==> src/rtl/multi_dataflow_package.sv <==
// Shared types and constants for the multi_dataflow HWPE control path.
// Streamer, engine and FSM control/flag structs used by the sequencer.
package multi_dataflow_package;

   localparam int unsigned FSM_TIMEOUT_DEFAULT = 65535;

   typedef enum logic [2:0] {
      FSM_IDLE,
      FSM_START,
      FSM_COMPUTE,
      FSM_WAIT,
      FSM_UPDATEIDX,
      FSM_TERMINATE
   } state_fsm_t;

   typedef struct packed {
      logic [31:0] trans_size;
      logic [15:0] line_stride;
      logic [15:0] line_length;
      logic [15:0] feat_stride;
      logic [15:0] feat_length;
      logic [15:0] step;
   } stream_geom_t;

   typedef struct packed {
      logic [31:0]  base_addr;
      stream_geom_t geom;
   } addressgen_ctrl_t;

   typedef struct packed {
      logic             req_start;
      addressgen_ctrl_t addressgen_ctrl;
   } ctrl_sourcesink_t;

   typedef struct packed {
      logic ready_start;
      logic done;
   } flags_sourcesink_t;

   typedef struct packed {
      ctrl_sourcesink_t inStream0_source_ctrl;
      ctrl_sourcesink_t outStream0_sink_ctrl;
   } ctrl_streamer_t;

   typedef struct packed {
      flags_sourcesink_t inStream0_source_flags;
      flags_sourcesink_t outStream0_sink_flags;
   } flags_streamer_t;

   typedef struct packed {
      logic        clear;
      logic        enable;
      logic        start;
      logic [31:0] cnt_limit_outStream0;
      logic [15:0] width;
      logic [15:0] height;
   } ctrl_engine_t;

   typedef struct packed {
      logic done;
   } flags_engine_t;

   typedef struct packed {
      stream_geom_t inStream0_geom;
      stream_geom_t outStream0_geom;
      logic [31:0]  cnt_limit_outStream0;
      logic [15:0]  width;
      logic [15:0]  height;
   } ctrl_fsm_t;

   typedef struct packed {
      logic [15:0] nb_iter;
      logic [31:0] tile_stride;
   } ctrl_tile_t;

endpackage

==> src/rtl/multi_dataflow_tile_cnt.sv <==
// Tile index and base-offset accumulator with last-tile detection.
// clr_i restarts the job at tile 0 / offset 0; en_i advances by one tile.
module multi_dataflow_tile_cnt
   import multi_dataflow_package::*;
(
   input  logic        clk_i,
   input  logic        clr_i,
   input  logic        en_i,
   input  ctrl_tile_t  tile_i,
   output logic [15:0] idx_o,
   output logic [31:0] offset_o,
   output logic        last_o
);

   logic [15:0] idx_q, idx_d;
   logic [31:0] offset_q, offset_d;

   always_comb begin
      idx_d    = idx_q;
      offset_d = offset_q;
      if (clr_i) begin
         idx_d    = '0;
         offset_d = '0;
      end else if (en_i) begin
         idx_d    = idx_q + 16'd1;
         offset_d = offset_q + tile_i.tile_stride;
      end
   end

   always_ff @(posedge clk_i) begin
      idx_q    <= idx_d;
      offset_q <= offset_d;
   end

   assign idx_o    = idx_q;
   assign offset_o = offset_q;
   // Compared against the index before the increment in UPDATEIDX.
   assign last_o   = ((idx_q + 16'd1) == tile_i.nb_iter);

endmodule

==> src/rtl/multi_dataflow_fsm.sv <==
// Job sequencer: runs nb_iter tiles through source, sink and engine.
// Optional per-tile watchdog enabled by MULTI_DATAFLOW_FSM_TIMEOUT_EN.
module multi_dataflow_fsm
   import multi_dataflow_package::*;
#(
   parameter int unsigned TIMEOUT_CYCLES = FSM_TIMEOUT_DEFAULT
) (
   input  logic            clk_i,
   input  logic            rst_i,
   input  logic            clear_i,
   input  logic            trigger_i,
   input  logic [15:0]     nb_iter_i,
   input  logic [31:0]     tile_stride_i,
   input  logic [31:0]     base_in_i,
   input  logic [31:0]     base_out_i,
   input  ctrl_fsm_t       ctrl_fsm_i,
   input  flags_engine_t   flags_engine_i,
   input  flags_streamer_t flags_streamer_i,
   output ctrl_engine_t    ctrl_engine_o,
   output ctrl_streamer_t  ctrl_streamer_o,
   output logic            busy_o,
   output logic            done_o,
   output logic            err_o,
   output logic [15:0]     iter_idx_o
);

   state_fsm_t  state_q, state_d;
   logic [15:0] nb_iter_q, nb_iter_d;
   logic        sink_done_q, sink_done_d;
   logic        done_q, done_d;
   logic        err_q, err_d;
   logic        soft_rst, start_go, timeout;
   logic        tile_clr, tile_en, tile_last;
   logic [31:0] tile_offset;
   ctrl_tile_t  tile;

   assign soft_rst = rst_i | clear_i;
   assign start_go = (state_q == FSM_START)
                   & flags_streamer_i.inStream0_source_flags.ready_start
                   & flags_streamer_i.outStream0_sink_flags.ready_start;

`ifdef MULTI_DATAFLOW_FSM_TIMEOUT_EN
   logic [31:0] wdog_q, wdog_d;

   always_comb begin
      wdog_d  = wdog_q;
      timeout = 1'b0;
      if (state_q == FSM_START) begin
         wdog_d = '0;
      end else if (state_q == FSM_COMPUTE || state_q == FSM_WAIT) begin
         wdog_d  = wdog_q + 32'd1;
         timeout = (wdog_d == 32'(TIMEOUT_CYCLES));
      end
   end

   always_ff @(posedge clk_i) begin
      if (soft_rst) wdog_q <= '0;
      else          wdog_q <= wdog_d;
   end
`else
   assign timeout = 1'b0;
`endif

   always_comb begin
      state_d     = state_q;
      nb_iter_d   = nb_iter_q;
      sink_done_d = sink_done_q;
      done_d      = 1'b0;
      err_d       = err_q;
      tile_clr    = 1'b0;
      tile_en     = 1'b0;
      case (state_q)
         FSM_IDLE: begin
            if (trigger_i) begin
               err_d = 1'b0;
               if (nb_iter_i != 16'd0) begin
                  state_d   = FSM_START;
                  nb_iter_d = nb_iter_i;
                  tile_clr  = 1'b1;
               end else begin
                  state_d = FSM_TERMINATE;
               end
            end
         end
         FSM_START: begin
            if (start_go) begin
               sink_done_d = 1'b0;
               state_d     = FSM_COMPUTE;
            end
         end
         FSM_COMPUTE: begin
            if (flags_streamer_i.outStream0_sink_flags.done) sink_done_d = 1'b1;
            if (timeout) begin
               err_d   = 1'b1;
               state_d = FSM_TERMINATE;
            end else if (flags_engine_i.done) begin
               state_d = FSM_WAIT;
            end
         end
         FSM_WAIT: begin
            if (flags_streamer_i.outStream0_sink_flags.done) sink_done_d = 1'b1;
            if (timeout) begin
               err_d   = 1'b1;
               state_d = FSM_TERMINATE;
            end else if (sink_done_q) begin
               state_d = FSM_UPDATEIDX;
            end
         end
         FSM_UPDATEIDX: begin
            tile_en = 1'b1;
            state_d = tile_last ? FSM_TERMINATE : FSM_START;
         end
         FSM_TERMINATE: begin
            done_d  = 1'b1;
            state_d = FSM_IDLE;
         end
         default: state_d = FSM_IDLE;
      endcase
   end

   always_ff @(posedge clk_i) begin
      if (soft_rst) begin
         state_q     <= FSM_IDLE;
         nb_iter_q   <= '0;
         sink_done_q <= 1'b0;
         done_q      <= 1'b0;
         err_q       <= 1'b0;
      end else begin
         state_q     <= state_d;
         nb_iter_q   <= nb_iter_d;
         sink_done_q <= sink_done_d;
         done_q      <= done_d;
         err_q       <= err_d;
      end
   end

   // The stride is taken live so the register file may retune it between tiles.
   assign tile.nb_iter     = nb_iter_q;
   assign tile.tile_stride = tile_stride_i;

   multi_dataflow_tile_cnt u_tile_cnt (
      .clk_i    (clk_i),
      .clr_i    (tile_clr | soft_rst),
      .en_i     (tile_en),
      .tile_i   (tile),
      .idx_o    (iter_idx_o),
      .offset_o (tile_offset),
      .last_o   (tile_last)
   );

   always_comb begin
      ctrl_engine_o.clear                = soft_rst | (state_q == FSM_UPDATEIDX);
      ctrl_engine_o.enable               = (state_q == FSM_COMPUTE);
      ctrl_engine_o.start                = start_go;
      ctrl_engine_o.cnt_limit_outStream0 = ctrl_fsm_i.cnt_limit_outStream0;
      ctrl_engine_o.width                = ctrl_fsm_i.width;
      ctrl_engine_o.height               = ctrl_fsm_i.height;

      ctrl_streamer_o.inStream0_source_ctrl.req_start                 = start_go;
      ctrl_streamer_o.inStream0_source_ctrl.addressgen_ctrl.base_addr = base_in_i + tile_offset;
      ctrl_streamer_o.inStream0_source_ctrl.addressgen_ctrl.geom      = ctrl_fsm_i.inStream0_geom;
      ctrl_streamer_o.outStream0_sink_ctrl.req_start                  = start_go;
      ctrl_streamer_o.outStream0_sink_ctrl.addressgen_ctrl.base_addr  = base_out_i + tile_offset;
      ctrl_streamer_o.outStream0_sink_ctrl.addressgen_ctrl.geom       = ctrl_fsm_i.outStream0_geom;
   end

   assign busy_o = (state_q != FSM_IDLE);
   assign done_o = done_q;
   assign err_o  = err_q;

endmodule

==> config.mk <==
export PLATFORM = sky130hd
export DESIGN_NAME = multi_dataflow_fsm
export DESIGN_NICKNAME = d
export VERILOG_FILES = /design/src/rtl/multi_dataflow_package.sv /design/src/rtl/multi_dataflow_tile_cnt.sv /design/src/rtl/multi_dataflow_fsm.sv
export SDC_FILE = /design/constraint.sdc
export NUM_CORES = 1
export LEC_CHECK = 0
export CORE_AREA = 5 5 301 303
export DETAILED_ROUTE_END_ITERATION = 7
export DIE_AREA = 0 0 306 308
export PLACE_DENSITY = 0.39
export REMOVE_ABC_BUFFERS = 1
export SYNTH_ARGS = -nofsm -noshare
export SYNTH_HDL_FRONTEND = slang
export SYNTH_SLANG_ARGS = --single-unit
export TNS_END_PERCENT = 50
==> constraint.sdc <==
create_clock -name clk_i -period 9.4 [get_ports clk_i]
set_input_delay 1.41 -clock clk_i [delete_from_list [all_inputs] [get_ports clk_i]]
set_output_delay 1.41 -clock clk_i [all_outputs]
set_load 0.1 [all_outputs]
==> results of run 1 <==
## through the flow
stage / std cells / hold slack, ns / util [%] / worst slack, ns
6_report: 2369 / 0.494 / 13.0 / 2.01
4_1_cts: 2362 / 0.493 / 12.9 / 2.06
3_3_place_gp: 2346 / 0.482 / 12.6 / 2.06
5_1_grt: 2362 / 0.531 / 12.9 / 1.89
2_1_floorplan: 968 / 0.463 / - / 2.52
3_5_place_dp: 2346 / 0.486 / 12.6 / 2.07
## power breakdown
part	internal [uW]	total (uW)	switching, uW	leakage [uW]
Sequential	295	298	2.71	0.000557
Combinational	108	322	214	0.00371
Clock	204	349	145	0.000145
## worst register-to-register path, cell delays in order, from the launching register on
cell and delay (ns):
dfxtp_1 0.51, ha_1 0.35, and3_1 0.24, a31oi_1 0.17, a21boi_0 0.70, a21oi_1 0.20, o31ai_1 0.37, a21oi_1 0.14
xor2_1 0.17, nand2_1 0.08, a21oi_1 0.15
## logic make-up (layout without fill, tap and decap cells)
logic type	Yosys count	after routing	share of synthesized area, %
adders and majority gates	97	97	12.6
DFF	69	69	14.0
buffers and inverters	346	251	24.4
and+or+nand+nor	338	338	16.1
AOI/OAI and AO/OA	303	303	20.3
xor gates and xnor gates	120	120	10.7
muxes	18	18	1.84
other	1	8	0.0381
## final timing paths
path,end,cells after the start,from
worst max-delay path,ctrl_streamer_o[140],12,base_out_i[0]
worst min-delay path,sink_done_q$_SDFFE_PP0P_,2,sink_done_q$_SDFFE_PP0P_
worst min register to register,sink_done_q$_SDFFE_PP0P_,2,sink_done_q$_SDFFE_PP0P_
worst max register to register,u_tile_cnt.offset_o[18]$_SDFFE_PP0P_,10,u_tile_cnt.offset_o[11]$_SDFFE_PP0P_
## registers in the layout, indices dropped and copies added (netlist names)
| signal | count |
|---|---|
| u_tile_cnt.idx_o | 16 |
| sink_done_q | 1 |
| u_tile_cnt.offset_o | 32 |
| nb_iter_q | 16 |
| done_o | 1 |
| state_q | 3 |
## layout make-up
class | count | share of cell area [%]
multi-input cells | 877 | 53.3
repair buffers | 213 | 18.3
well taps | 1165 | 12.8
flip-flops and latches | 69 | 12.1
clock buffers | 9 | 1.98
inverters | 22 | 0.726
clock inverters | 7 | 0.583
diodes | 7 | 0.154
## synth_stat cells (4+ instances only)
cell type and count:
nor2_1 82, ha_1 94, dfxtp_1 69, o21ai_1 27, o211ai_1 6, nand2_1 119, and2_1 4, buf_4 292
nand3_1 41, buf_2 7, nor2b_1 7, o21bai_1 7, a21o_1 46, xnor2_1 75, o21ai_0 30, o31ai_1 5
a31oi_1 14, a211oi_1 10, clkbuf_1 22, nand2b_1 10, a21oi_1 104, nand4_1 15, and4_1 4, xor2_1 45
and3_1 14, o21a_1 7, inv_1 20, nor3_1 15, or3_1 5, nor4_1 5, mux2i_1 17
## placed cells by master (no fill, tap or decap), types with 17 or more instances in the layout
cell type,netlist,layout
a21o_1,46,46
a21oi_1,104,104
buf_4,292,19
clkdlybuf4s50_1,0,194
dfxtp_1,69,69
ha_1,94,94
inv_1,20,20
mux2i_1,17,17
nand2_1,119,119
nand3_1,41,41
nor2_1,82,81
o21ai_0,30,30
o21ai_1,27,27
xnor2_1,75,75
xor2_1,45,45
## metal layers
metal / part of all wire [%] / track usage (%)
met5: 0.71 / 5.51
met4: 3.9 / 8.46
met3: 26 / 32.4
met2: 50 / 45.9
met1: 20 / 13.7
==> impl_metrics.toml, run 1 <==
[layout]
fin_nets = 1698
multi_input_area_um2 = 6060
regArea_um2 = 1380
stdcell_area_um2 = 11400
drive_gt1_share_pct = 5.43
syn2layout_area_growth_pct = 15.6
nFillCells = 9976

[global_route]
antenna_found_initial = 18
gr-usage-all-layers_pct = 25.6
grt_pass1_wl_mm = 146
grt_max_degree = 44
grt-ovfl-total = 0
grt_pass1_vias = 8931

[sta]
max-slew-margin-rel_pct = 21.3
fin_crit_ns = 7.39
timing.final.crit_share_pct = 78.6
rsz0062_at_grt = "no"
finalHoldViolCount = 0
final.setup.tns_ns = 0
final-setup-viol-count = 0
tightest_slew_ns = 1.18
finClkSkew_ns = 0.00814
fmax_mhz = 135
drv_slew = 0

[cts]
cts_setup_buffers = 0
cts_resized = 0
cts_tree = "built"
clkTransAtPathRegs_ns = 0.06
clk_latency_ns = 0.35
clock_sinks = 69
cts_buffers = 9
cts_root_buf = "clkbuf_16"
cts.htree.levels = 3
ctsHoldBuffers = 0
ctsLongestPathBuffers = 2

[route]
drt-total-wl_mm = 126
drt_first_pass_iters = 5
via_count = 9087
via_per_inst = 3.84
ant_nets = 0
routedWlPerCell_um = 53.2
post-route-drc-count = 0
dr.first_iter.drc_count = 604

[die]
die_y_um = 308
row_count = 109
core_area_um2 = 87700
dieArea_um2 = 94200
io_pins = 785
initial_utilization_pct = 11.2
die_w_um = 306

[setup_path]
cpMostUsedCell = "clkdlybuf4s50_1"
critPathRequiredTime_ns = 7.99
regToRegSetupSlack_ns = 6.25
worst_path_largest_cell_delay_ns = 1.18
worstPathMaxFanout = 4
setup.worst_path.class = "in2out"
cp_top_family = "compound AO/OA/AOI/OAI gates"
path_cells = "clkdlybuf4s50_1 > ha_1 > fa_1 > a21o_1 > a221oi_2 > a211o_1 > and3_1 > o21ai_1 > a211oi_2 > a21oi_1 > xor2_1 > clkdlybuf4s50_1"
cp_slowest_cell = "clkdlybuf4s50_1"
start_kind = "input port"
worstPathArrival_ns = 5.98
endpoint_kind = "primary output"
cp_num_buf_inv = 2

[synth]
synth-edff-count = 0
yosysWarnings = 0
synth_cell_types = 77
yosys_most_used_dff = "dfxtp_1"
yosys-top-cells-area = "buf_4 (22%), dfxtp_1 (14%), ha_1 (12%), xnor2_1 (6.7%), a21oi_1 (5.3%)"
synth_seq_cells = 69
ys_seq_area_share_pct = 14.0
synth.top_cell.area_share_pct = 22.3
synthArstFlopShare_pct = 0
netlist_instances = 1292
yosys.area.top_type = "buf_4"
avgSynthCellArea_um2 = 7.61
synth_area_um2 = 9840

[placement]
io_buffers = 206
dpl.hpwl_mm = 120
dpl-instance-area_um2 = 11100
place.gp.congestion = 0.930

[worst_hold_path]
hp-class = "reg2reg"

[power_and_ir_drop]
ir_worst_vdd_uv = 71.2
leakage_uw = 0.00441
power_uw = 969
powerDensity_nw_per_um2 = 85.2

[job]
maxCapViolCount = 0

[outcome]
status = "complete, no violations"
No activity file was read; power rests on OpenSTA's default activity.
==> run 2: changes to the inputs <==
==> constraint.sdc (replaced) <==
create_clock -name clk_i -period 7.4 [get_ports clk_i]
set_input_delay 1.11 -clock clk_i [delete_from_list [all_inputs] [get_ports clk_i]]
set_output_delay 1.11 -clock clk_i [all_outputs]
set_load 0.1 [all_outputs]
==> run 2 against run 1 <==
Net effect: critical path type unchanged; clock-buffer cell count is 3 higher; sequential share of layout area is 0.10 points higher; final cell count is 0.21% lower; critical endpoint is now ctrl_streamer_o[127]; first-iteration DRC count is 4.5% higher; setup slack worse by 0.72 ns; clock skew is 0.0065 ns higher; global-route usage hardly changed; routed wire length hardly changed; critical path depth is 2 lower; largest cell class unchanged; final area is 0.84% lower; register-to-register slack worse by 2.0 ns.
==> impl_metrics.toml, run 2 (same netlist as run 1, synthesis figures left out) <==
[setup_path]
r2r_end = "u_tile_cnt.offset_o[18]$_SDFFE_PP0P_"
cp-startpoint = "base_out_i[5]"
setup.worst_path.class = "in2out"
cp_slowest_cell = "clkdlybuf4s50_1"
crit_cells = 10
endpoint_kind = "primary output"
worst_path_largest_cell_delay_ns = 1.17
rr_worst_depth = 10
critPathRequiredTime_ns = 6.29
cp_num_buf_inv = 2
r2r-start = "u_tile_cnt.offset_o[9]$_SDFFE_PP0P_"
start_kind = "input port"
path_cells = "clkdlybuf4s50_1 > ha_1 > o21ai_0 > nand2b_1 > a31oi_1 > o21ai_1 > a21o_1 > a21o_1 > xor2_1 > clkdlybuf4s50_1"
worstSetupEndpoint = "ctrl_streamer_o[127]"
worstPathArrival_ns = 4.99
cp_top_family = "buffers and inverters"
regToRegSetupSlack_ns = 4.25
worstPathMaxFanout = 4

[layout]
drive_gt1_share_pct = 7.78
syn2layout_area_growth_pct = 14.6
final_cell_mix = "clkdlybuf4s50_1 (164), nand2_1 (119), a21oi_1 (104)"
post-route-util_pct = 12.9
fin_nets = 1697
nFillCells = 10000
final_common_cell = "clkdlybuf4s50_1"
stdcell_count = 2364
largest_reg_flops = 32

[route]
via_count = 9007
dr.first_iter.drc_count = 631
via_per_inst = 3.81
routedWlPerCell_um = 53.3
ant_nets = 0
post-route-drc-count = 0
drt-total-wl_mm = 126
drt_first_pass_iters = 7

[power_and_ir_drop]
p_clk_share_pct = 35.6
leakage_uw = 0.00443
seq_power_share_pct = 31.1
switching_share_pct = 37.4
combPwrFrac_pct = 33.3
internal_power_uw = 761
ir_worst_vdd_uv = 90.7
p_sw_uw = 455
powerDensity_nw_per_um2 = 108

[die]
die_y_um = 308
die_w_um = 306
row_count = 109
dieArea_um2 = 94200
core_area_um2 = 87700
initial_utilization_pct = 11.2
io_pins = 785

[placement]
place.gp.congestion = 0.912
io_buffers = 206
dpl.hpwl_mm = 120
dpl.cell_count = 2345

[cts]
clkTransAtPathRegs_ns = 0.05
ctsLongestPathBuffers = 2
cts_tree = "built"
clock_sinks = 69
cts_resized = 0
cts_root_buf = "clkbuf_16"
clk_latency_ns = 0.36
ctsHoldBuffers = 0
cts_buffers = 9
cts_setup_buffers = 0
cts.htree.levels = 3

[sta]
final-setup-viol-count = 0
finClkSkew_ns = 0.0147
timing.final.crit_share_pct = 82.5
fin_crit_ns = 6.10
rsz0062_at_grt = "no"
max-slew-margin-rel_pct = 26.1
final.setup.tns_ns = 0
drv_slew = 0
fmax_mhz = 164
tightest_slew_ns = 1.10
finalHoldViolCount = 0

[global_route]
grt-ovfl-total = 0
grt_pass1_vias = 8987
grt_max_degree = 44
antenna_found_initial = 21
grt_pass1_wl_mm = 146
gr-usage-all-layers_pct = 25.6

[worst_hold_path]
hp-class = "reg2reg"

[outcome]
status = "complete, no violations"

[job]
maxCapViolCount = 0
## run 2: tightest hold or removal path, stage by stage (launching register included)
cell and delay [ns]:
dfxtp_1 0.31, o21ai_0 0.07, a21oi_1 0.06
## run 2: worst min path at each step
stage / startpoint / to / cells after the start
6_report: sink_done_q$_SDFFE_PP0P_ / sink_done_q$_SDFFE_PP0P_ / 2
5_1_grt: sink_done_q$_SDFFE_PP0P_ / sink_done_q$_SDFFE_PP0P_ / 2
3_3_place_gp: sink_done_q$_SDFFE_PP0P_ / sink_done_q$_SDFFE_PP0P_ / 2
2_1_floorplan: sink_done_q$_SDFFE_PP0P_ / sink_done_q$_SDFFE_PP0P_ / 2
4_1_cts: sink_done_q$_SDFFE_PP0P_ / sink_done_q$_SDFFE_PP0P_ / 2
3_5_place_dp: sink_done_q$_SDFFE_PP0P_ / sink_done_q$_SDFFE_PP0P_ / 2
## run 2: power groups by stage
stage               Sequential [uW]  Clock [uW]  Combinational (uW)
floorplan                       385           0                 251
global placement                386           0                 407
detailed placement              387           0                 406
CTS                             378         452                 408
global route                    379         464                 425
finish                          378         434                 405
## run 2: cell type report
class                           instances  area (um^2)  share of cell area (%)
Tap cell                             1165         1460                    12.9
Sequential cell                        69         1380                    12.3
Clock inverter                          3         20.0                   0.178
Antenna cell                            4         10.0                  0.0888
Inverter                               22         82.6                   0.732
Timing Repair Buffer                  212         2000                    17.8
Clock buffer                           12          267                    2.36
Multi-Input combinational cell        877         6060                    53.7
## run 2: stage by stage
stage | hold slack (ns) | total power, uW | area, um^2 | worst slack [ns]
2_1_floorplan | 0.463 | 637 | 7520 | 1.12
3_3_place_gp | 0.483 | 793 | 11000 | 1.33
3_5_place_dp | 0.482 | 793 | 11000 | 1.34
4_1_cts | 0.490 | 1240 | 11300 | 1.33
5_1_grt | 0.545 | 1270 | 11300 | 1.16
6_report | 0.489 | 1220 | 11300 | 1.30
## run 2: layer usage
| metal | global-route usage (%) | routed length (um) | part of all wire [%] |
|---|---|---|---|
| met5 | 4.35 | 809 | 0.64 |
| met4 | 8.72 | 5070 | 4.0 |
| met3 | 32.4 | 32600 | 26 |
| met2 | 46.1 | 62600 | 50 |
| met1 | 13.6 | 24900 | 20 |
